**src/rtl/bpm_pkg.sv**
```systemverilog
// Shared definitions for the BPM pre-processing chain.
//   SAMPLE_WIDTH : width of the signed sample stream from the HPF stage
//   state_t      : beat detector FSM encoding (BELOW / ABOVE / REFR)
package bpm_pkg;

    localparam int SAMPLE_WIDTH = 10;

    typedef enum logic [1:0] {
        BELOW = 2'd0,
        ABOVE = 2'd1,
        REFR  = 2'd2
    } state_t;

endpackage

```
**src/rtl/ibi_counter.sv**
```systemverilog
// Inter-beat interval counter.
// Counts en-samples since the last beat and publishes the interval on the next beat.
// Ports:
//   clk, rst   : clock, asynchronous active-high reset
//   en         : sample-valid strobe; nothing advances when low
//   beat       : beat detected on the current en sample (already qualified by en)
//   ibi        : samples between the last two beats, held until the next beat
//   ibi_valid  : at least two beats seen and the interval did not saturate
module ibi_counter #(
    parameter int IBI_W = 12
) (
    input  logic             clk,
    input  logic             rst,
    input  logic             en,
    input  logic             beat,
    output logic [IBI_W-1:0] ibi,
    output logic             ibi_valid
);

    localparam logic [IBI_W-1:0] CNT_MAX = '1;

    logic [IBI_W-1:0] cnt;
    logic             have_prev;

    always_ff @(posedge clk or posedge rst) begin
        if (rst) begin
            cnt       <= '0;
            ibi       <= '0;
            ibi_valid <= 1'b0;
            have_prev <= 1'b0;
        end else if (en) begin
            if (beat) begin
                // A saturated interval cannot be represented; ibi is capped and
                // flagged invalid so the BPM stage ignores it.
                ibi       <= (cnt == CNT_MAX) ? CNT_MAX : cnt + 1'b1;
                ibi_valid <= have_prev && (cnt != CNT_MAX);
                cnt       <= '0;
                have_prev <= 1'b1;
            end else if (cnt != CNT_MAX) begin
                cnt <= cnt + 1'b1;
            end
        end
    end

endmodule

```
**src/rtl/beat_detector.sv**
```systemverilog
// Heart-beat detector: threshold crossing with hysteresis and a refractory window.
// Emits a one-cycle beat pulse plus the inter-beat interval in samples.
// Ports:
//   clk, rst   : clock, asynchronous active-high reset
//   en         : sample-valid strobe; all state advances only when high
//   x_in       : signed sample from the HPF stage
//   beat_pulse : one-cycle pulse, the cycle after the en sample that crossed
//   ibi        : samples between the last two beats
//   ibi_valid  : ibi is meaningful
//   thr_out    : current detection threshold
// Build option:
//   ADAPTIVE_THRESH_EN : threshold follows a running average of beat peaks
//                        (floor THRESH); undefined gives a fixed THRESH.
// Valid/ready note: there is no backpressure; en is a pure valid strobe and
// every en=1 cycle consumes exactly one sample.
module beat_detector
    import bpm_pkg::*;
#(
    parameter int WIDTH   = SAMPLE_WIDTH,
    parameter int THRESH  = 100,
    parameter int HYST    = 20,
    parameter int REFRACT = 8,
    parameter int IBI_W   = 12
) (
    input  logic                    clk,
    input  logic                    rst,
    input  logic                    en,
    input  logic signed [WIDTH-1:0] x_in,
    output logic                    beat_pulse,
    output logic [IBI_W-1:0]        ibi,
    output logic                    ibi_valid,
    output logic signed [WIDTH-1:0] thr_out
);

    localparam int RW = (REFRACT > 1) ? $clog2(REFRACT) : 1;
    localparam logic [RW-1:0]           REFR_LOAD = RW'(REFRACT - 1);
    localparam logic signed [WIDTH-1:0] THRESH_S  = WIDTH'(THRESH);
    localparam logic signed [WIDTH:0]   HYST_S    = (WIDTH + 1)'(HYST);

    state_t                  state, state_next;
    logic [RW-1:0]           refr;
    logic                    beat_fire;
    logic                    exit_fire;
    logic signed [WIDTH-1:0] thr;
    logic signed [WIDTH:0]   x_ext;
    logic signed [WIDTH:0]   thr_ext;
    logic signed [WIDTH:0]   thr_lo;

    // One extra bit so thr-HYST never wraps for thresholds near the rails.
    assign x_ext   = x_in;
    assign thr_ext = thr;
    assign thr_lo  = thr_ext - HYST_S;

    // State register
    always_ff @(posedge clk or posedge rst) begin
        if (rst) begin
            state <= BELOW;
        end else begin
            state <= state_next;
        end
    end

    // Next-state logic; only en samples move the FSM, one transition per sample.
    always_comb begin
        state_next = state;
        if (en) begin
            case (state)
                BELOW:   if (x_ext >= thr_ext) state_next = ABOVE;
                ABOVE:   if (x_ext < thr_lo)   state_next = REFR;
                REFR:    if (refr == '0)       state_next = BELOW;
                default: state_next = BELOW;
            endcase
        end
    end

    // Output decode
    always_comb begin
        beat_fire = 1'b0;
        exit_fire = 1'b0;
        if (en && (state == BELOW) && (state_next == ABOVE)) beat_fire = 1'b1;
        if (en && (state == ABOVE) && (state_next == REFR))  exit_fire = 1'b1;
    end

    // Refractory down-counter: loaded on exit, reaching 0 releases the FSM next sample.
    always_ff @(posedge clk or posedge rst) begin
        if (rst) begin
            refr <= '0;
        end else if (exit_fire) begin
            refr <= REFR_LOAD;
        end else if (en && (state == REFR) && (refr != '0)) begin
            refr <= refr - 1'b1;
        end
    end

    // beat_fire already carries en, so en=0 cycles always clear the pulse.
    always_ff @(posedge clk or posedge rst) begin
        if (rst) begin
            beat_pulse <= 1'b0;
        end else begin
            beat_pulse <= beat_fire;
        end
    end

`ifdef ADAPTIVE_THRESH_EN
    localparam int AW = WIDTH + 2;
    localparam logic signed [AW-1:0] THRESH_A  = AW'(THRESH);
    localparam logic signed [AW-1:0] AVG_RESET = AW'(2 * THRESH);

    logic signed [WIDTH-1:0] peak;
    logic signed [WIDTH-1:0] thr_r;
    logic signed [AW-1:0]    peak_ext;
    logic signed [AW-1:0]    avg;
    logic signed [AW-1:0]    avg_next;
    logic signed [AW-1:0]    avg_half;
    logic signed [AW-1:0]    thr_wide;

    assign peak_ext = peak;
    assign avg_next = avg + ((peak_ext - avg) >>> 2);
    assign avg_half = avg_next >>> 1;
    assign thr_wide = (avg_half > THRESH_A) ? avg_half : THRESH_A;

    always_ff @(posedge clk or posedge rst) begin
        if (rst) begin
            peak  <= '0;
            avg   <= AVG_RESET;
            thr_r <= THRESH_S;
        end else begin
            if (beat_fire) begin
                peak <= x_in;
            end else if (en && (state == ABOVE) && (x_in > peak)) begin
                peak <= x_in;
            end
            // avg and thr both take the new value on the exit edge, so thr
            // is visible the cycle after the exit sample.
            if (exit_fire) begin
                avg   <= avg_next;
                thr_r <= thr_wide[WIDTH-1:0];
            end
        end
    end

    assign thr = thr_r;
`else
    assign thr = THRESH_S;
`endif

    assign thr_out = thr;

    ibi_counter #(
        .IBI_W (IBI_W)
    ) u_ibi_counter (
        .clk       (clk),
        .rst       (rst),
        .en        (en),
        .beat      (beat_fire),
        .ibi       (ibi),
        .ibi_valid (ibi_valid)
    );

endmodule

```
**config.mk**
```make
export PLATFORM = sky130hd
export DESIGN_NAME = beat_detector
export DESIGN_NICKNAME = d
export VERILOG_FILES = /design/src/rtl/bpm_pkg.sv /design/src/rtl/ibi_counter.sv /design/src/rtl/beat_detector.sv
export SDC_FILE = /design/constraint.sdc
export NUM_CORES = 1
export LEC_CHECK = 0
export CORE_AREA = 3 3 78 80
export DETAILED_ROUTE_END_ITERATION = 10
export DIE_AREA = 0 0 81 83
export GPL_TIMING_DRIVEN = 0
export SKIP_CTS_REPAIR_TIMING = 1
export SKIP_LAST_GASP = 1
export SYNTH_ARGS = -nofsm -noshare
export SYNTH_HDL_FRONTEND = slang
export SYNTH_SLANG_ARGS = --single-unit
```
**constraint.sdc**
```tcl
create_clock -name clk -period 2.25 [get_ports clk]
set_input_delay 0.45 -clock clk [delete_from_list [all_inputs] [get_ports clk]]
set_output_delay 0.45 -clock clk [all_outputs]
set_load 0.1 [all_outputs]
```
==> reports/qor.yml, run 1 <==
status:
  status: "completed"
global_route:
  grt.met2_usage_pct: 18.7
  grtUsageMet3_pct: 3.69
  grt_max_degree: 33
  first_global_vias: 1472
  grt_busiest_layer: "met1"
  antenna_found_initial: 0
  grt_pass1_wl_um: 7060
  grt.total_usage_pct: 13.2
  met1_usage_pct: 19.1
  gr-total-overflow: 0
yosys:
  synth-xor-area-share_pct: 2.30
  synth_flop_cell: "dfrtp_1"
  synth-async-reset-ratio_pct: 100
  yosys_warnings: 0
  synth_compound_area_share_pct: 17.0
  synthSimpleGateAreaFrac_pct: 19.0
  synth_seq_area_share_pct: 42.1
  syn-instance-count: 184
  ys_ff_latch: 32
  syn_area_mm2: 0.00190
  yosysUniqueCellTypes: 48
  yosys.area_share.adder_pct: 1.97
  synthMuxAreaShare_pct: 8.62
  syn_area_per_cell_um2: 10.3
  synth_edf_count: 0
  synth_top_family_by_area: "simple AND/OR/NAND/NOR gates"
floorplan:
  die_h_um: 83
  design.core.area_mm2: 0.00547
  rows: 27
  dieArea_mm2: 0.00672
  start_util_pct: 34.8
  die_x_um: 81
  pin_count: 37
cts:
  tritoncts: "yes"
  cts.path.max_buffers: 2
  insertion_delay_ps: 280
  clk_pin_slew_ps: 60
  root_buffer: "clkbuf_8"
  htree_num_levels: 2
  numClockSinks: 32
  cts_buffers: 5
final_layout:
  fillCellCount: 539
  multi_input_area_um2: 986
  ff_latch_area_um2: 801
  diodes: 0
  synthToLayoutAreaGrowth_pct: 27.4
  final_cell_mix: "dfrtp_1, nand2_1, buf_4"
  nNetsFinal: 242
  finalCoreUtilization_pct: 44.3
  final_layout_size_suffix_gt1_share_pct: 23.3
  final_common_cell: "dfrtp_1"
worst_hold_path:
  hp-class: "reg2reg"
  worstHoldPathCells: 1
critical_path:
  crit_chain: "clkdlybuf4s50_1"
  reg2regPathDepth: 6
  critPathRequiredTime_ps: 1800
  start_kind: "register"
  crit_family: "buffers and inverters"
  max_stage_delay_ps: 1140
  cp_num_buf_inv: 1
  crit_type: "reg2out"
  endpoint_kind: "output port"
  path_depth: 1
  cp_max_fo: 2
  arrival_ps: 1770
  cp_slowest_cell: "clkdlybuf4s50_1"
power_and_ir_drop:
  ir_drop_v: 0.000858
  swShare_pct: 47.2
  powerDensity_mw_per_mm2: 1090
  comb_power_share_pct: 49.2
  power.leakage_nw: 1.19
  seq_power_share_pct: 33.4
  p_int_mw: 1.39
  power.share.clock_pct: 17.4
  p_switching_mw: 1.24
route:
  wl_per_cell_um: 13.1
  ant_nets: 0
  drc: 0
  drtPass1Iterations: 4
  drt-vias-per-instance: 4.82
  wl_um: 3920
  dr_total_vias: 1442
  first_iter_violations: 91
placed_design:
  post-dp-hpwl_um: 2730
  detailedPlace.worstSlack_ps: -283
  io_buffers: 24
  gp_congestion: 0.744
timing:
  slew-limit-headroom_pct: 35.1
  finalSetupViolations: 0
  timing.hold.ws_ps: 472
  fin_crit_sh_pct: 98.5
  max_clock_freq_mhz: 451
  final.setup.worst_slack_ps: 33.1
  fin_skew_ps: 3.02
  tightest_slew_ps: 971
  hold_viol: 0
  grt_setup_unrepaired: "true"
  fin_crit_ps: 2220
  drv_slew: 0
run:
  drv_cap: 0
==> flip-flops by register name, indices dropped and copies added, names as in the netlist <==
name	count
beat_pulse	1
refr	3
state	2
u_ibi_counter.cnt	12
u_ibi_counter.have_prev	1
u_ibi_counter.ibi	12
u_ibi_counter.ibi_valid	1
==> cell usage after synthesis, types with 2 or more instances <==
master | number | area share (%)
conb_1 | 2 | 0.39
or3_1 | 11 | 3.6
o221ai_1 | 2 | 0.92
a21oi_2 | 7 | 3.2
or2_1 | 2 | 0.66
buf_2 | 2 | 0.53
xnor2_1 | 2 | 0.92
o31ai_1 | 5 | 2.0
ha_1 | 3 | 2.0
clkbuf_1 | 2 | 0.39
o2bb2ai_1 | 2 | 0.92
nand2_1 | 15 | 3.0
o21ai_0 | 12 | 3.2
a21oi_1 | 2 | 0.53
o21a_1 | 2 | 0.79
nand3_1 | 11 | 2.9
or4_1 | 6 | 2.4
mux2_4 | 5 | 3.9
dfrtp_1 | 32 | 42
nor2_1 | 4 | 0.79
buf_4 | 10 | 3.9
xor2_1 | 3 | 1.4
buf_6 | 3 | 1.8
mux2_2 | 6 | 3.6
nand2b_1 | 2 | 0.66
inv_1 | 9 | 1.8
==> routing by layer <==
layer	up-vias	routed length, um	share of wire [%]
li1	735	-	-
met1	670	1940	50
met2	30	1710	44
met3	7	187	4.8
met4	0	74	1.9
met5	-	0	0
==> logic make-up after synthesis <==
family / count (synthesis)
xor+xnor: 5
compound gates: 39
simple gates: 63
buf+inv: 27
mux: 13
flops: 32
fa+ha+maj: 3
other cells: 2
==> worst paths after layout <==
path                                         start                      end  slack [ps]
setup reg to reg              u_ibi_counter.cnt[0]     u_ibi_counter.cnt[6]         200
min in group asynchronous                      rst  u_ibi_counter.ibi_valid         590
hold / removal             u_ibi_counter.have_prev  u_ibi_counter.have_prev         470
hold reg to reg            u_ibi_counter.have_prev  u_ibi_counter.have_prev         470
setup / recovery              u_ibi_counter.ibi[7]                   ibi[7]          30
max in group asynchronous                      rst     u_ibi_counter.cnt[8]        1210
==> final cells by class <==
cell class,count,area share [%]
buffer,18,5.37
clock buffer,8,3.72
tap,72,3.72
multi-input combinational,133,40.7
inverter,9,1.39
sequential,32,33.0
timing repair buffer,27,12.1
==> power groups by stage <==
| stage | clock, mW | sequential, mW | combinational (mW) |
|---|---|---|---|
| global route | 0.507 | 0.905 | 1.39 |
| global placement | 0 | 0.886 | 1.28 |
| CTS | 0.476 | 0.880 | 1.29 |
| detailed placement | 0 | 0.889 | 1.29 |
| finish | 0.458 | 0.879 | 1.30 |
| floorplan | 0 | 1.37 | 0.528 |
==> per-stage QoR <==
| step | power [mW] | TNS [ps] | instance area, um2 | cells |
|---|---|---|---|---|
| after CTS | 2.65 | -17.1 | 2350 | 296 |
| after global routing | 2.80 | -15.8 | 2420 | 299 |
| after detailed placement | 2.18 | -5030 | 2260 | 288 |
| after floorplan | 1.90 | 0 | 1930 | 192 |
| final | 2.63 | 0 | 2420 | 299 |
| after global placement | 2.17 | -4390 | 2260 | 288 |
==> worst register-to-register path, cell delays in order, from the launching register on <==
cell and delay (ps):
dfrtp_1 410, ha_2 270, nand2_1 170, or4_1 520, buf_2 180, buf_6 150
a311oi_2 250
No activity file was read; power rests on OpenSTA's default activity.
==> run 2: changes to the inputs <==
- CELL_PAD_IN_SITES_DETAIL_PLACEMENT: not set -> 1
- CELL_PAD_IN_SITES_GLOBAL_PLACEMENT: not set -> 1
- CORE_AREA: 3 3 78 80 -> 3 3 73 75
- DIE_AREA: 0 0 81 83 -> 0 0 76 78
- PLACE_DENSITY_LB_ADDON: not set -> 0.1
- SLEW_MARGIN: not set -> 10
==> run 2 against run 1 <==
Sequential share of layout area up 0.36 points; design area decreased by 1.1%; utilization rose by 6.5 points; final cell count down 2.3%; combinational power hardly changed; non-clock buffer count fell by 1; critical path type unchanged; critical endpoint is now ibi[5]; largest power group unchanged.
==> reports/qor.yml, run 2 (same netlist as run 1, synthesis figures left out) <==
power_and_ir_drop:
  p_int_mw: 1.35
  seq_power_share_pct: 33.9
  power.share.clock_pct: 15.5
  p_switching_mw: 1.26
  swShare_pct: 48.2
  power.leakage_nw: 1.19
  ir_drop_v: 0.000724
  finalPower_mw: 2.61
  comb_power_share_pct: 50.5
  powerDensity_mw_per_mm2: 1090
floorplan:
  design.core.area_mm2: 0.00472
  dieArea_mm2: 0.00593
  die_h_um: 78
  die_x_um: 76
  pin_count: 37
  start_util_pct: 40.3
  rows: 25
worst_hold_path:
  min_from: "u_ibi_counter.have_prev"
  hp-class: "reg2reg"
  worstHoldPathCells: 1
critical_path:
  cp_num_buf_inv: 1
  worstReg2RegStart: "u_ibi_counter.cnt[0]"
  cp_max_fo: 2
  crit_family: "buffers and inverters"
  max_stage_delay_ps: 1130
  cp_slowest_cell: "clkdlybuf4s50_1"
  crit_chain: "clkdlybuf4s50_1"
  start_kind: "register"
  endpoint_kind: "output port"
  path_depth: 1
  arrival_ps: 1750
  reg2regPathDepth: 6
  startpoint: "u_ibi_counter.ibi[5]"
  crit_type: "reg2out"
  critPathRequiredTime_ps: 1800
status:
  status: "completed"
final_layout:
  final_area_mm2: 0.00240
  fillCellCount: 547
  largestRegisters: "u_ibi_counter.cnt: 12 flops, u_ibi_counter.ibi: 12 flops, refr: 3 flops"
  diodes: 0
  ff_latch_area_um2: 801
  synthToLayoutAreaGrowth_pct: 26.1
  nNetsFinal: 241
  final_layout_size_suffix_gt1_share_pct: 23.1
  final_common_cell: "dfrtp_1"
  final_cells: 292
  finalCoreUtilization_pct: 50.8
  final_cell_mix: "dfrtp_1, nand2_1"
  multi_input_area_um2: 986
global_route:
  grt_pass1_wl_um: 7670
  gr-total-overflow: 0
  grt.total_usage_pct: 16.2
  grt_max_degree: 33
  first_global_vias: 1629
  antenna_found_initial: 0
cts:
  cts.path.max_buffers: 2
  insertion_delay_ps: 280
  clk_pin_slew_ps: 60
  root_buffer: "clkbuf_8"
  htree_num_levels: 2
  cts_buffers: 5
  tritoncts: "yes"
  numClockSinks: 32
timing:
  fin_crit_ps: 2200
  timing.hold.ws_ps: 471
  hold_viol: 0
  fin_crit_sh_pct: 97.9
  tightest_slew_ps: 974
  fin_skew_ps: 4.81
  max_clock_freq_mhz: 454
  slew-limit-headroom_pct: 34.9
  finalSetupViolations: 0
  drv_slew: 0
route:
  drc: 0
  first_iter_violations: 51
  drt-vias-per-instance: 5.33
  dr_total_vias: 1555
  drtPass1Iterations: 4
  ant_nets: 0
  wl_per_cell_um: 15.2
  wl_um: 4450
placed_design:
  post-dp-hpwl_um: 3310
  place_area_mm2: 0.00226
  io_buffers: 24
  gp_congestion: 0.820
  numPlacedInstances: 283
run:
  drv_cap: 0
[run 2: layout make-up]
class / instances / share of cell area [%]
flip-flops and latches: 32 / 33.4
multi-input cells: 133 / 41.1
well taps: 67 / 3.50
inverters: 9 / 1.41
plain buffers: 18 / 5.43
clock inverters: 1 / 0.209
repair buffers: 26 / 11.9
clock buffers: 6 / 3.03
[run 2: power by group through the flow]
stage	Clock, mW	Combinational [mW]	Sequential [mW]
6_report	0.405	1.32	0.885
5_1_grt	0.448	1.41	0.916
3_3_place_gp	0	1.29	0.880
2_1_floorplan	0	0.528	1.37
3_5_place_dp	0	1.31	0.895
4_1_cts	0.424	1.32	0.886
[run 2: metrics by stage]
stage | setup WS [ps] | TNS, ps
final | 48.2 | 0
after global routing | -8.24 | -25.3
after CTS | -7.50 | -10.1
after detailed placement | -278 | -4840
after global placement | -302 | -5250
after floorplan | 344 | 0
[run 2: final timing paths]
| check | slack (ps) | to |
|---|---|---|
| max in group asynchronous | 1240 | state[0] |
| max reg2reg | 150 | u_ibi_counter.cnt[6] |
| min | 470 | u_ibi_counter.have_prev |
| max | 50 | ibi[5] |
| min reg2reg | 470 | u_ibi_counter.have_prev |
| min in group asynchronous | 580 | u_ibi_counter.ibi_valid |
[run 2: routing by layer]
layer | GRT usage, % | share of wire (%) | vias to the layer above
met4 | 6.16 | 1.6 | 0
met1 | 20.5 | 46 | 777
li1 | - | - | 734
met2 | 25.9 | 48 | 35
met5 | 0 | 0 | -
met3 | 5.22 | 4.5 | 9
==> run 3: changes to the inputs <==
- SKIP_CTS_REPAIR_TIMING: 1 -> not set
==> run 3 against run 2 <==
Worst hold slack about the same; flip-flop and latch count unchanged; sequential share of layout area grew 0.10 points; via count rose by 0.39%; critical endpoint unchanged; die area unchanged; routed wire length grew 0.16%; register-to-register slack hardly changed; power down 0.44%; clock power barely moved.
==> reports/qor.yml, run 3 (same netlist as run 1, synthesis figures left out) <==
timing:
  finalSetupViolations: 0
  final.setup.worst_slack_ps: 48.1
  hold_viol: 0
  drv_slew: 0
  fin_skew_ps: 4.77
  fin_crit_ps: 2200
  tightest_slew_ps: 971
  max_clock_freq_mhz: 454
  slew-limit-headroom_pct: 35.2
  fin_crit_sh_pct: 97.9
run:
  drv_cap: 0
critical_path:
  start_kind: "register"
  crit_family: "buffers and inverters"
  crit_type: "reg2out"
  crit_chain: "clkdlybuf4s50_1"
  endpoint_kind: "output port"
  cp_max_fo: 2
  arrival_ps: 1750
  cp_num_buf_inv: 1
  cp_slowest_cell: "clkdlybuf4s50_1"
  critPathRequiredTime_ps: 1800
  max_stage_delay_ps: 1130
final_layout:
  finalCoreUtilization_pct: 50.6
  final_cell_mix: "dfrtp_1, nand2_1, o21ai_0, buf_4, clkdlybuf4s50_1"
  largestRegisters: "u_ibi_counter.cnt: 12 flops, u_ibi_counter.ibi: 12 flops, refr: 3 flops"
  final_layout_size_suffix_gt1_share_pct: 23.1
  final_common_cell: "dfrtp_1"
  fillCellCount: 547
  nNetsFinal: 241
  final_area_mm2: 0.00239
  multi_input_area_um2: 986
  synthToLayoutAreaGrowth_pct: 25.7
  diodes: 0
  final_cells: 292
  ff_latch_area_um2: 801
global_route:
  first_global_vias: 1629
  grt_max_degree: 33
  grt_pass1_wl_um: 7670
  antenna_found_initial: 0
  grt.total_usage_pct: 16.2
  gr-total-overflow: 0
floorplan:
  dieArea_mm2: 0.00593
  start_util_pct: 40.3
  die_h_um: 78
  die_x_um: 76
  rows: 25
  design.core.area_mm2: 0.00472
  pin_count: 37
route:
  dr_total_vias: 1561
  drt-vias-per-instance: 5.35
  drtPass1Iterations: 4
  first_iter_violations: 56
  drc: 0
  ant_nets: 0
  wl_um: 4450
  wl_per_cell_um: 15.3
power_and_ir_drop:
  ir_drop_v: 0.000724
  finalPower_mw: 2.60
  powerDensity_mw_per_mm2: 1090
  power.leakage_nw: 1.17
placed_design:
  place_area_mm2: 0.00226
  post-dp-hpwl_um: 3310
  gp_congestion: 0.820
  numPlacedInstances: 283
  io_buffers: 24
  detailedPlace.worstSlack_ps: -278
cts:
  insertion_delay_ps: 280
  numClockSinks: 32
  root_buffer: "clkbuf_8"
  cts_buffers: 5
  cts.path.max_buffers: 2
  tritoncts: "yes"
  clk_pin_slew_ps: 60
  htree_num_levels: 2
status:
  status: "completed"
worst_hold_path:
  hp-class: "reg2reg"
[run 3: cell types whose count changed in the layout (fill, tap and decap cells not counted), sizes merged]
cell          previous run  this run
dlymetal6s2s            12        10
dlygate4sd2              0         2
[run 3: area by class of cell]
cell class	count	area share (%)
multi-input cells	133	41.3
flip-flops and latches	32	33.5
repair buffers	26	11.6
plain buffers	18	5.45
well taps	67	3.51
clock buffers	6	3.04
inverters	9	1.41
clock inverters	1	0.209
[run 3: routing by layer]
| metal | GRT usage (%) | vias up | share of wire [%] |
|---|---|---|---|
| met1 | 20.5 | 784 | 46 |
| met5 | 0 | - | 0 |
| li1 | - | 733 | - |
| met4 | 6.16 | 0 | 1.6 |
| met3 | 5.22 | 9 | 4.6 |
| met2 | 25.9 | 35 | 48 |
[run 3: power breakdown]
| part | internal, mW | total, mW | leakage [nW] | switching (mW) |
|---|---|---|---|---|
| Combinational | 0.393 | 1.30 | 0.725 | 0.912 |
| Clock | 0.210 | 0.404 | 0.0410 | 0.195 |
| Sequential | 0.738 | 0.886 | 0.400 | 0.149 |
| Total | 1.34 | 2.60 | 1.17 | 1.26 |
[run 3: timing repair]
item | in CTS | in global routing
setup buffers | 0 | 2
gates resized for setup | 2 | 13
pin swaps | 0 | 1
gates cloned | 0 | 0
endpoints found under the setup margin | 2 | 25
hold buffers | 0 | 0
[run 3: final timing paths]
path	startpoint	slack, ps	to	cells past startpoint
min in group asynchronous	rst	580	u_ibi_counter.ibi_valid	2
setup / recovery	u_ibi_counter.ibi[5]	50	ibi[5]	1
hold reg to reg	u_ibi_counter.have_prev	470	u_ibi_counter.have_prev	1
max in group asynchronous	rst	1240	u_ibi_counter.cnt[4]	2
setup reg to reg	u_ibi_counter.cnt[0]	150	u_ibi_counter.cnt[6]	6
hold / removal	u_ibi_counter.have_prev	470	u_ibi_counter.have_prev	1
[run 3: per-stage QoR]
stage	hold slack [ps]	setup TNS, ps
global placement	453	-5250
detailed placement	466	-4840
floorplan	433	0
CTS	481	0
finish	471	0
global route	508	-25.3
